===== src/rtl/multi_debouncer.sv =====
// multi_debouncer: per-channel synchroniser chain plus stability counter, with registered edge pulses.
// Define MULTI_DEBOUNCER_AUTOREPEAT_EN to add per-channel auto-repeat pulses while a channel is held high.
module multi_debouncer #(
   parameter int                  CHANNELS    = 4,
   parameter int                  CNT_W       = 17,
   parameter int                  SYNC_STAGES = 2,
   parameter logic [CHANNELS-1:0] RST_STATE   = {CHANNELS{1'b0}},
   parameter int                  RPT_DELAY   = 1000000,
   parameter int                  RPT_PERIOD  = 250000
) (
   input  logic                CLK,
   input  logic                RST,
   input  logic [CHANNELS-1:0] switch_input,
   output logic [CHANNELS-1:0] state,
   output logic [CHANNELS-1:0] trans_up,
   output logic [CHANNELS-1:0] trans_dn,
   output logic [CHANNELS-1:0] busy,
   output logic [CHANNELS-1:0] rpt
);

   if (CHANNELS < 1 || CNT_W < 1 || SYNC_STAGES < 2 || RPT_DELAY < 1 || RPT_PERIOD < 1) begin : g_param_check
      $error("multi_debouncer: illegal parameter combination");
   end

`ifdef MULTI_DEBOUNCER_AUTOREPEAT_EN
   localparam int RPT_MAX = (RPT_DELAY > RPT_PERIOD) ? RPT_DELAY : RPT_PERIOD;
   localparam int RPT_W   = $clog2(RPT_MAX + 1);
`endif

   for (genvar gi = 0; gi < CHANNELS; gi++) begin : g_ch
      logic [SYNC_STAGES-1:0] sync_q, sync_d;
      logic [CNT_W-1:0]       count_q, count_d;
      logic                   state_q, state_d;
      logic                   up_q, up_d;
      logic                   dn_q, dn_d;
      logic                   sync_out;
      logic                   idle;
      logic                   finished;
      logic                   flip;

      assign sync_out = sync_q[SYNC_STAGES-1];
      assign idle     = (state_q == sync_out);
      assign finished = &count_q;
      assign flip     = !idle && finished;

      // Bit 0 is the first synchroniser stage; the counter wraps to 0 on the flip cycle.
      always_comb begin
         sync_d  = {sync_q[SYNC_STAGES-2:0], switch_input[gi]};
         count_d = idle ? '0 : count_q + 1'b1;
         state_d = flip ? ~state_q : state_q;
         up_d    = flip && !state_q;
         dn_d    = flip && state_q;
      end

      always_ff @(posedge CLK) begin
         if (RST) begin
            sync_q  <= {SYNC_STAGES{RST_STATE[gi]}};
            count_q <= '0;
            state_q <= RST_STATE[gi];
            up_q    <= 1'b0;
            dn_q    <= 1'b0;
         end else begin
            sync_q  <= sync_d;
            count_q <= count_d;
            state_q <= state_d;
            up_q    <= up_d;
            dn_q    <= dn_d;
         end
      end

      assign state[gi]    = state_q;
      assign trans_up[gi] = up_q;
      assign trans_dn[gi] = dn_q;
      assign busy[gi]     = ~idle;

`ifdef MULTI_DEBOUNCER_AUTOREPEAT_EN
      logic [RPT_W-1:0] rcnt_q, rcnt_d;
      logic             rph_q, rph_d;
      logic             rpt_q, rpt_d;
      logic             rise;
      logic             fall;

      assign rise = flip && !state_q;
      assign fall = flip && state_q;

      // rph selects the interval being timed: 0 = initial delay, 1 = repeat period.
      always_comb begin
         rcnt_d = rcnt_q;
         rph_d  = rph_q;
         rpt_d  = 1'b0;
         if (rise) begin
            rcnt_d = '0;
            rph_d  = 1'b0;
         end else if (state_q && !fall) begin
            if (rcnt_q == (rph_q ? RPT_W'(RPT_PERIOD - 1) : RPT_W'(RPT_DELAY - 1))) begin
               rpt_d  = 1'b1;
               rcnt_d = '0;
               rph_d  = 1'b1;
            end else begin
               rcnt_d = rcnt_q + 1'b1;
            end
         end else begin
            rcnt_d = '0;
            rph_d  = 1'b0;
         end
      end

      always_ff @(posedge CLK) begin
         if (RST) begin
            rcnt_q <= '0;
            rph_q  <= 1'b0;
            rpt_q  <= 1'b0;
         end else begin
            rcnt_q <= rcnt_d;
            rph_q  <= rph_d;
            rpt_q  <= rpt_d;
         end
      end

      assign rpt[gi] = rpt_q;
`else
      assign rpt[gi] = 1'b0;
`endif
   end

endmodule


===== config.mk =====
export PLATFORM = sky130hd
export DESIGN_NAME = multi_debouncer
export DESIGN_NICKNAME = d
export VERILOG_FILES = /design/src/rtl/multi_debouncer.sv
export SDC_FILE = /design/constraint.sdc
export NUM_CORES = 1
export LEC_CHECK = 0
export CORE_ASPECT_RATIO = 1.75
export CORE_MARGIN = 2
export CORE_UTILIZATION = 40
export CTS_CLUSTER_SIZE = 24
export DETAILED_ROUTE_END_ITERATION = 10
export SETUP_SLACK_MARGIN = 0.15
export SYNTH_ARGS = -nofsm -noshare
export SYNTH_HDL_FRONTEND = slang
export SYNTH_SLANG_ARGS = --single-unit

===== constraint.sdc =====
create_clock -name CLK -period 4.8 [get_ports CLK]
set_input_delay 1.44 -clock CLK [delete_from_list [all_inputs] [get_ports CLK]]
set_output_delay 1.44 -clock CLK [all_outputs]
set_load 0.01 [all_outputs]

==> metrics.cfg, run 1 <==
[layout]
post_route_cells_drive_above_1_share = 0.0736
layout_common_cells = dfxtp_1 (88), nand3_1 (31), a21oi_1 (29), clkdlybuf4s50_1 (21), nor2_1 (20)
final_util = 0.466
final_common_cell = dfxtp_1
diodes = 0
nNetsFinal = 431
stdcell_count = 543
area_delta_synth_final_pct = 13.3

[synthesis]
ys_types = 32
post-synth-top-area-cell = dfxtp_1
syn_inst = 409
synth_top_area_frac = 0.456
synth_area_leaders = dfxtp_1 (46%), mux2i_1 (4.9%), nand3_1 (4.0%)
ys_seq_elements = 88
synth_seq_area_share = 0.456
yosys_warnings = 0
syn_avg_cell_area_um2 = 9.45
syn-cell-area_um2 = 3870

[global_routing]
gr-total-overflow = 0
antenna_found_initial = 0
grt_pass1_vias = 2743
grt_max_degree = 22
grt_pass1_wl_um = 12100
track_usage = 0.142

[worst_setup_path]
required_ns = 3.36
crit_type = reg -> out
path_max_fanout = 10
cp.arrival_ns = 1.79
cp-start-kind = flip-flop
end_kind = output pin

[floorplanning]
die_h_um = 134
core-area_um2 = 9410
ios = 26
start_util = 0.411
row_count = 47
die-area_um2 = 10500
die_w_um = 78.3

[timing]
min_period_ns = 3.23
setup_violations = 0
max_slew_margin = 0.612
maxSlewViolCount = 0
fin_worst_skew_ns = 0.00735
hold_violations = 0
finalSetupTns_ns = 0
holdWs_ns = 0.439
rsz0062_at_grt = false
period_share = 0.673
worst_pin_slew_ns = 0.581
max_freq_ghz = 0.310

[min_path]
hold_path_class = reg -> reg

[routing]
wl_per_cell_um = 13.0
drt-initial-drc-count = 79
drt-total-wl_um = 7050
route.detailed.drc = 0
final_antenna_net_count = 0
dr.pass1.iters = 4
vias = 2939
via_per_inst = 5.41

[clock_network]
clkTransAtPathRegs_ns = 0.06
cts_buffers = 9
cts.sinks = 88
root_buffer = clkbuf_16
cts_tree = built
cts_resized = 0
cts.path.max_buffers = 2
clkLatencyLatePin_ns = 0.34
cts-hold-fix-buffers = 0
htree_levels = 3
cts_setup_buffers = 0

[placement]
place_congestion = 0.784
place_hpwl_um = 4890
port_buffers = 21
dp.cells = 528

[run_status]
status = completed

[flow_run]
max_cap_viol_count = 0

[power]
leakagePower_uw = 0.00139
ir_drop_mv = 0.212
power_density_nw_per_um2 = 335

## cell usage after synthesis, drive strengths merged
| master | n |
|---|---|
| a21oi | 29 |
| and3 | 12 |
| buf | 20 |
| clkbuf | 13 |
| conb | 1 |
| dfxtp | 88 |
| ha | 8 |
| inv | 11 |
| mux2i | 19 |
| nand2 | 17 |
| nand3 | 35 |
| nand3b | 15 |
| nand4 | 14 |
| nor2 | 20 |
| nor2b | 8 |
| nor3 | 1 |
| nor4 | 15 |
| nor4bb | 8 |
| o21ai | 13 |
| o31ai | 16 |
| or3 | 14 |
| or4 | 16 |
| xnor2 | 8 |
| xor2 | 8 |
## metrics by stage
step | setup slack, ns | power, uW | area, um^2
floorplan | 2.47 | 776 | 3880
global placement | 1.51 | 787 | 4080
detailed placement | 1.40 | 787 | 4080
CTS | 1.56 | 1490 | 4380
global route | 1.50 | 1520 | 4380
finish | 1.57 | 1470 | 4380
## area by class of cell
| cell class | instances | area [um^2] |
|---|---|---|
| Fill cell | 928 | 5030 |
| Multi-Input combinational cell | 280 | 1870 |
| Sequential cell | 88 | 1760 |
| Timing Repair Buffer | 27 | 255 |
| Clock buffer | 11 | 243 |
| Tap cell | 122 | 153 |
| Clock inverter | 4 | 55.1 |
| Inverter | 11 | 41.3 |
## path summary, 6_finish.rpt
path                       from                 to  slack (ns)  cells past startpoint
min           g_ch[1].sync_q[0]  g_ch[1].sync_q[1]        0.44                      1
max             g_ch[2].state_q            busy[2]        1.57                      2
max reg2reg  g_ch[0].count_q[0]    g_ch[0].state_q        2.67                      7
min reg2reg   g_ch[1].sync_q[0]  g_ch[1].sync_q[1]        0.44                      1
## worst max-delay path, cell delays in order, from the launching register on
cell and delay (ns):
dfxtp_1 0.43, xor2_2 0.40, clkdlybuf4s50_1 0.62
## cell families (layout without fill, tap and decap cells)
logic type / after synthesis / after routing / share of synthesized area
multiplexers: 19 / 19 / 0.0492
other: 1 / 4 / 0.000970
flip-flops: 88 / 88 / 0.456
AO/OA/AOI/OAI: 58 / 58 / 0.0854
XOR/XNOR: 16 / 16 / 0.0382
buffers and inverters: 44 / 53 / 0.0628
AND/OR/NAND/NOR: 175 / 175 / 0.282
adder cells (fa/ha/maj): 8 / 8 / 0.0259
## state kept, by name (all words and copies together) (netlist names)
signal and cells:
g_ch.count_q 68, g_ch.dn_q 4, g_ch.state_q 4, g_ch.sync_q 8
g_ch.up_q 4
## per-layer routing
layer  share of wire  global-route usage  vias to the layer above
met3           0.034              0.0431                        6
met2            0.52               0.248                       37
met4           0.015              0.0614                        0
met5               0                   0                        -
li1                -                   -                     1500
met1            0.43               0.159                     1396
## where the power goes
group          switching (uW)  total (uW)  internal [uW]
clock                     280         696            416
combinational            20.0        33.2           13.2
sequential               3.14         737            734
Note: power is estimated with default switching activity, not from simulation.
==> run 2, diff against run 1 <==
clock period = 3.2 ns   (was 4.8 ns; I/O delays follow)
==> metrics.cfg, run 2 (synthesis results as in run 1) <==
[floorplanning]
core-area_um2 = 9410
ios = 26
die-area_um2 = 10500
row_count = 47
die_w_um = 78.3
start_util = 0.411
die_h_um = 134

[clock_network]
cts.path.max_buffers = 2
cts_tree = built
clkTransAtPathRegs_ns = 0.06
clkLatencyLatePin_ns = 0.34
root_buffer = clkbuf_16
cts_resized = 0
cts-hold-fix-buffers = 0
cts.sinks = 88
htree_levels = 3
cts_buffers = 9
cts_setup_buffers = 0

[timing]
max_freq_ghz = 0.367
max_slew_margin = 0.614
period_share = 0.851
maxSlewViolCount = 0
fin_worst_skew_ns = 0.00724
rsz0062_at_grt = false
hold_violations = 0
setup_violations = 0
holdWs_ns = 0.433
min_period_ns = 2.72
finalSetupTns_ns = 0
worst_pin_slew_ns = 0.578

[placement]
port_buffers = 21
place_congestion = 0.765
place_hpwl_um = 4960

[worst_setup_path]
required_ns = 2.24
end_kind = output pin
cp-start-kind = flip-flop
crit_type = reg -> out
path_max_fanout = 10
rr_endpoint = g_ch[1].dn_q
rrSetupSlack_ns = 0.91
regToRegStartpoint = g_ch[1].count_q[0]
reg2reg_depth = 6
cp.arrival_ns = 1.76

[layout]
diodes = 0
largest_reg_flops = 68
layout_common_cells = dfxtp_1 (88), nand3_1 (31), a21oi_1 (29), clkdlybuf4s50_1 (21), nor2_1 (20)
nNetsFinal = 433
post_route_cells_drive_above_1_share = 0.0757
largest-register = g_ch.count_q
reg_top3 = g_ch.count_q: 68 flops, g_ch.sync_q: 8 flops
final_common_cell = dfxtp_1
area_delta_synth_final_pct = 14.7
final_util = 0.471

[global_routing]
antenna_found_initial = 0
track_usage = 0.152
gr-total-overflow = 0
grt_max_degree = 22
grt_pass1_wl_um = 12800
grt_pass1_vias = 2858

[routing]
final_antenna_net_count = 0
dr.pass1.iters = 4
drt-initial-drc-count = 122
route.detailed.drc = 0
wl_per_cell_um = 13.2
drt-total-wl_um = 7170
via_per_inst = 5.39
vias = 2935

[power]
power_density_nw_per_um2 = 528
seqPwrFrac = 0.473
ir_drop_mv = 0.297
p_comb_frac = 0.021
switching_share = 0.188
power.switching_uw = 439
clkPwrFrac = 0.506
leakagePower_uw = 0.00142
internal_power_uw = 1900

[min_path]
hold_end = g_ch[1].sync_q[1]
hold_path_class = reg -> reg
hold_path_depth = 1
hold_start = g_ch[1].sync_q[0]

[flow_run]
max_cap_viol_count = 0

[run_status]
status = completed

-- run 2: cell types whose count changed in the layout (fill, tap and decap cells not counted) --
cell,delta
clkbuf_1,+1
bufinv_16,+2
clkinv_4,-2
clkinvlp_4,-1
buf_4,+2
-- run 2: critical path, stage by stage (launching register included) --
cell and delay [ns]:
dfxtp_1 0.43, xor2_2 0.37, clkdlybuf4s50_1 0.62
-- run 2: cell type report --
type | count | area, um^2
Fill cell | 928 | 4970
Timing Repair Buffer | 29 | 270
Tap cell | 122 | 153
Inverter | 11 | 41.3
Clock buffer | 12 | 246
Sequential cell | 88 | 1760
Clock inverter | 3 | 90.1
Multi-Input combinational cell | 280 | 1870
-- run 2: metal layers --
metal	vias to the layer above	global-route usage	routed length [um]
met5	-	0	0
met4	0	0.0760	156
met3	11	0.0390	232
met2	39	0.259	3650
met1	1386	0.174	3140
li1	1499	-	-
-- run 2: worst max-delay path by stage --
stage	end	from	slack, ns	depth (start not counted)
final	busy[2]	g_ch[2].state_q	0.48	2
after global placement	g_ch[3].count_q[9]	RST	0.56	5
after floorplan	busy[0]	g_ch[0].state_q	1.35	2
after CTS	busy[2]	g_ch[2].state_q	0.45	2
after global routing	busy[2]	g_ch[2].state_q	0.35	2
after detailed placement	g_ch[3].count_q[5]	RST	0.52	5
-- run 2: power by group through the flow --
stage	clock network, uW	logic (uW)	registers, uW
2_1_floorplan	0	34.0	1130
3_3_place_gp	0	49.2	1130
3_5_place_dp	0	49.8	1130
4_1_cts	1220	50.1	1110
5_1_grt	1250	55.7	1110
6_report	1190	49.2	1110
-- run 2: through the flow --
step / instance area, um^2 / instances / total power [uW] / setup slack, ns
finish: 4440 / 545 / 2340 / 0.478
global route: 4440 / 545 / 2420 / 0.350
CTS: 4440 / 545 / 2370 / 0.450
detailed placement: 4100 / 530 / 1180 / 0.517
global placement: 4100 / 530 / 1180 / 0.557
floorplan: 3880 / 412 / 1160 / 1.35
==> run 3, diff against run 2 <==
MAX_ROUTING_LAYER = met4   (was unset)
==> metrics.cfg, run 3 (synthesis results as in run 1) <==
[placement]
place_hpwl_um = 4960
place_congestion = 0.775
port_buffers = 21

[layout]
largest_reg_flops = 68
diodes = 0
area_delta_synth_final_pct = 14.7
largest-register = g_ch.count_q
nNetsFinal = 433
final_common_cell = dfxtp_1
reg_top3 = g_ch.count_q: 68 flops, g_ch.sync_q: 8 flops
post_route_cells_drive_above_1_share = 0.0757
layout_common_cells = dfxtp_1 (88), nand3_1 (31), a21oi_1 (29), clkdlybuf4s50_1 (21), nor2_1 (20)
fill_cells = 928

[power]
power_density_nw_per_um2 = 526
internal_power_uw = 1900
power.switching_uw = 433
clkPwrFrac = 0.505
seqPwrFrac = 0.474
total_power_uw = 2340
ir_drop_mv = 0.293
switching_share = 0.186
leakagePower_uw = 0.00142
p_comb_frac = 0.021

[worst_setup_path]
path_depth = 2
cp_slowest_cell = clkdlybuf4s50_1
reg2reg_depth = 6
cp.arrival_ns = 1.76
crit_family = buffers and inverters
cp-startpoint = g_ch[2].state_q
path_max_fanout = 10
end_kind = output pin
required_ns = 2.24
regToRegStartpoint = g_ch[1].count_q[0]
cp-start-kind = flip-flop
crit_type = reg -> out
critPathMaxStageDelay_ns = 0.62
cp_num_buf_inv = 1
path_cells = xor2_2 -> clkdlybuf4s50_1

[clock_network]
cts.path.max_buffers = 2
htree_levels = 3
cts_buffers = 9
cts_tree = built
cts_resized = 0
clkLatencyLatePin_ns = 0.33
cts-hold-fix-buffers = 0
cts_setup_buffers = 0
root_buffer = clkbuf_16
clkTransAtPathRegs_ns = 0.06
cts.sinks = 88

[timing]
finalSetupTns_ns = 0
setup_violations = 0
min_period_ns = 2.72
period_share = 0.849
fin_worst_skew_ns = 0.00637
max_freq_ghz = 0.368
worst_pin_slew_ns = 0.586
hold_violations = 0
maxSlewViolCount = 0
rsz0062_at_grt = false
max_slew_margin = 0.609

[routing]
drt-initial-drc-count = 113
final_antenna_net_count = 0
wl_per_cell_um = 13.1
vias = 2921
dr.pass1.iters = 5
via_per_inst = 5.36
route.detailed.drc = 0
drt-total-wl_um = 7150

[floorplanning]
die-area_um2 = 10500
ios = 26
row_count = 47
die_h_um = 134
die_w_um = 78.3
start_util = 0.411
core-area_um2 = 9410

[global_routing]
gr-total-overflow = 0
track_usage = 0.157
grt_max_degree = 22
grt_pass1_wl_um = 12800
antenna_found_initial = 0
grt_pass1_vias = 2852

[flow_run]
max_cap_viol_count = 0

[min_path]
hold_path_class = reg -> reg
hold_start = g_ch[1].sync_q[0]
hold_path_depth = 1

[run_status]
status = completed

==> run 3: cell counts in the layout (fill, tap and decap cells not counted) <==
No cell type changed its count.
==> run 3: power by group through the flow <==
| stage | logic [uW] | registers [uW] | clock network, uW |
|---|---|---|---|
| after floorplan | 34.0 | 1130 | 0 |
| after global placement | 49.2 | 1130 | 0 |
| after detailed placement | 49.8 | 1130 | 0 |
| after CTS | 50.1 | 1110 | 1220 |
| after global routing | 55.7 | 1110 | 1260 |
| final | 49.3 | 1110 | 1180 |
==> run 3: area by class of cell <==
type / count / area, um^2 / share of cell area
multi-input cells: 280 / 1870 / 0.422
repair buffers: 29 / 270 / 0.0609
flip-flops and latches: 88 / 1760 / 0.397
clock inverters: 3 / 90.1 / 0.0203
inverters: 11 / 41.3 / 0.00931
well taps: 122 / 153 / 0.0344
clock buffers: 12 / 246 / 0.0556
==> run 3: path summary, 6_finish.rpt <==
check	to	slack, ns
hold / removal	g_ch[1].sync_q[1]	0.43
setup / recovery	busy[2]	0.48
hold reg to reg	g_ch[1].sync_q[1]	0.43
setup reg to reg	g_ch[1].dn_q	0.91
==> run 3: metrics by stage <==
step | instances | setup WS, ns | hold slack (ns) | util | area, um^2
2_1_floorplan | 412 | 1.35 | 0.414 | - | 3880
3_3_place_gp | 530 | 0.557 | 0.419 | 0.436 | 4100
3_5_place_dp | 530 | 0.517 | 0.420 | 0.436 | 4100
4_1_cts | 545 | 0.450 | 0.435 | 0.471 | 4440
5_1_grt | 545 | 0.347 | 0.457 | 0.471 | 4440
6_report | 545 | 0.483 | 0.433 | 0.471 | 4440
==> run 3: worst reg2reg max path: cells and delay by family, from the launching register on <==
kind / cells / cell delay [ns]
AND/OR/NAND/NOR: 4 / 1.28
flip-flops: 1 / 0.39
adder cells (fa/ha/maj): 2 / 0.45
==> run 3: metal layers <==
metal / track usage / part of all wire / up-vias
met1: 0.174 / 0.44 / 1376
met5: - / 0 / -
met4: 0.0702 / 0.017 / 0
met2: 0.259 / 0.51 / 35
li1: - / - / 1501
met3: 0.0451 / 0.032 / 9
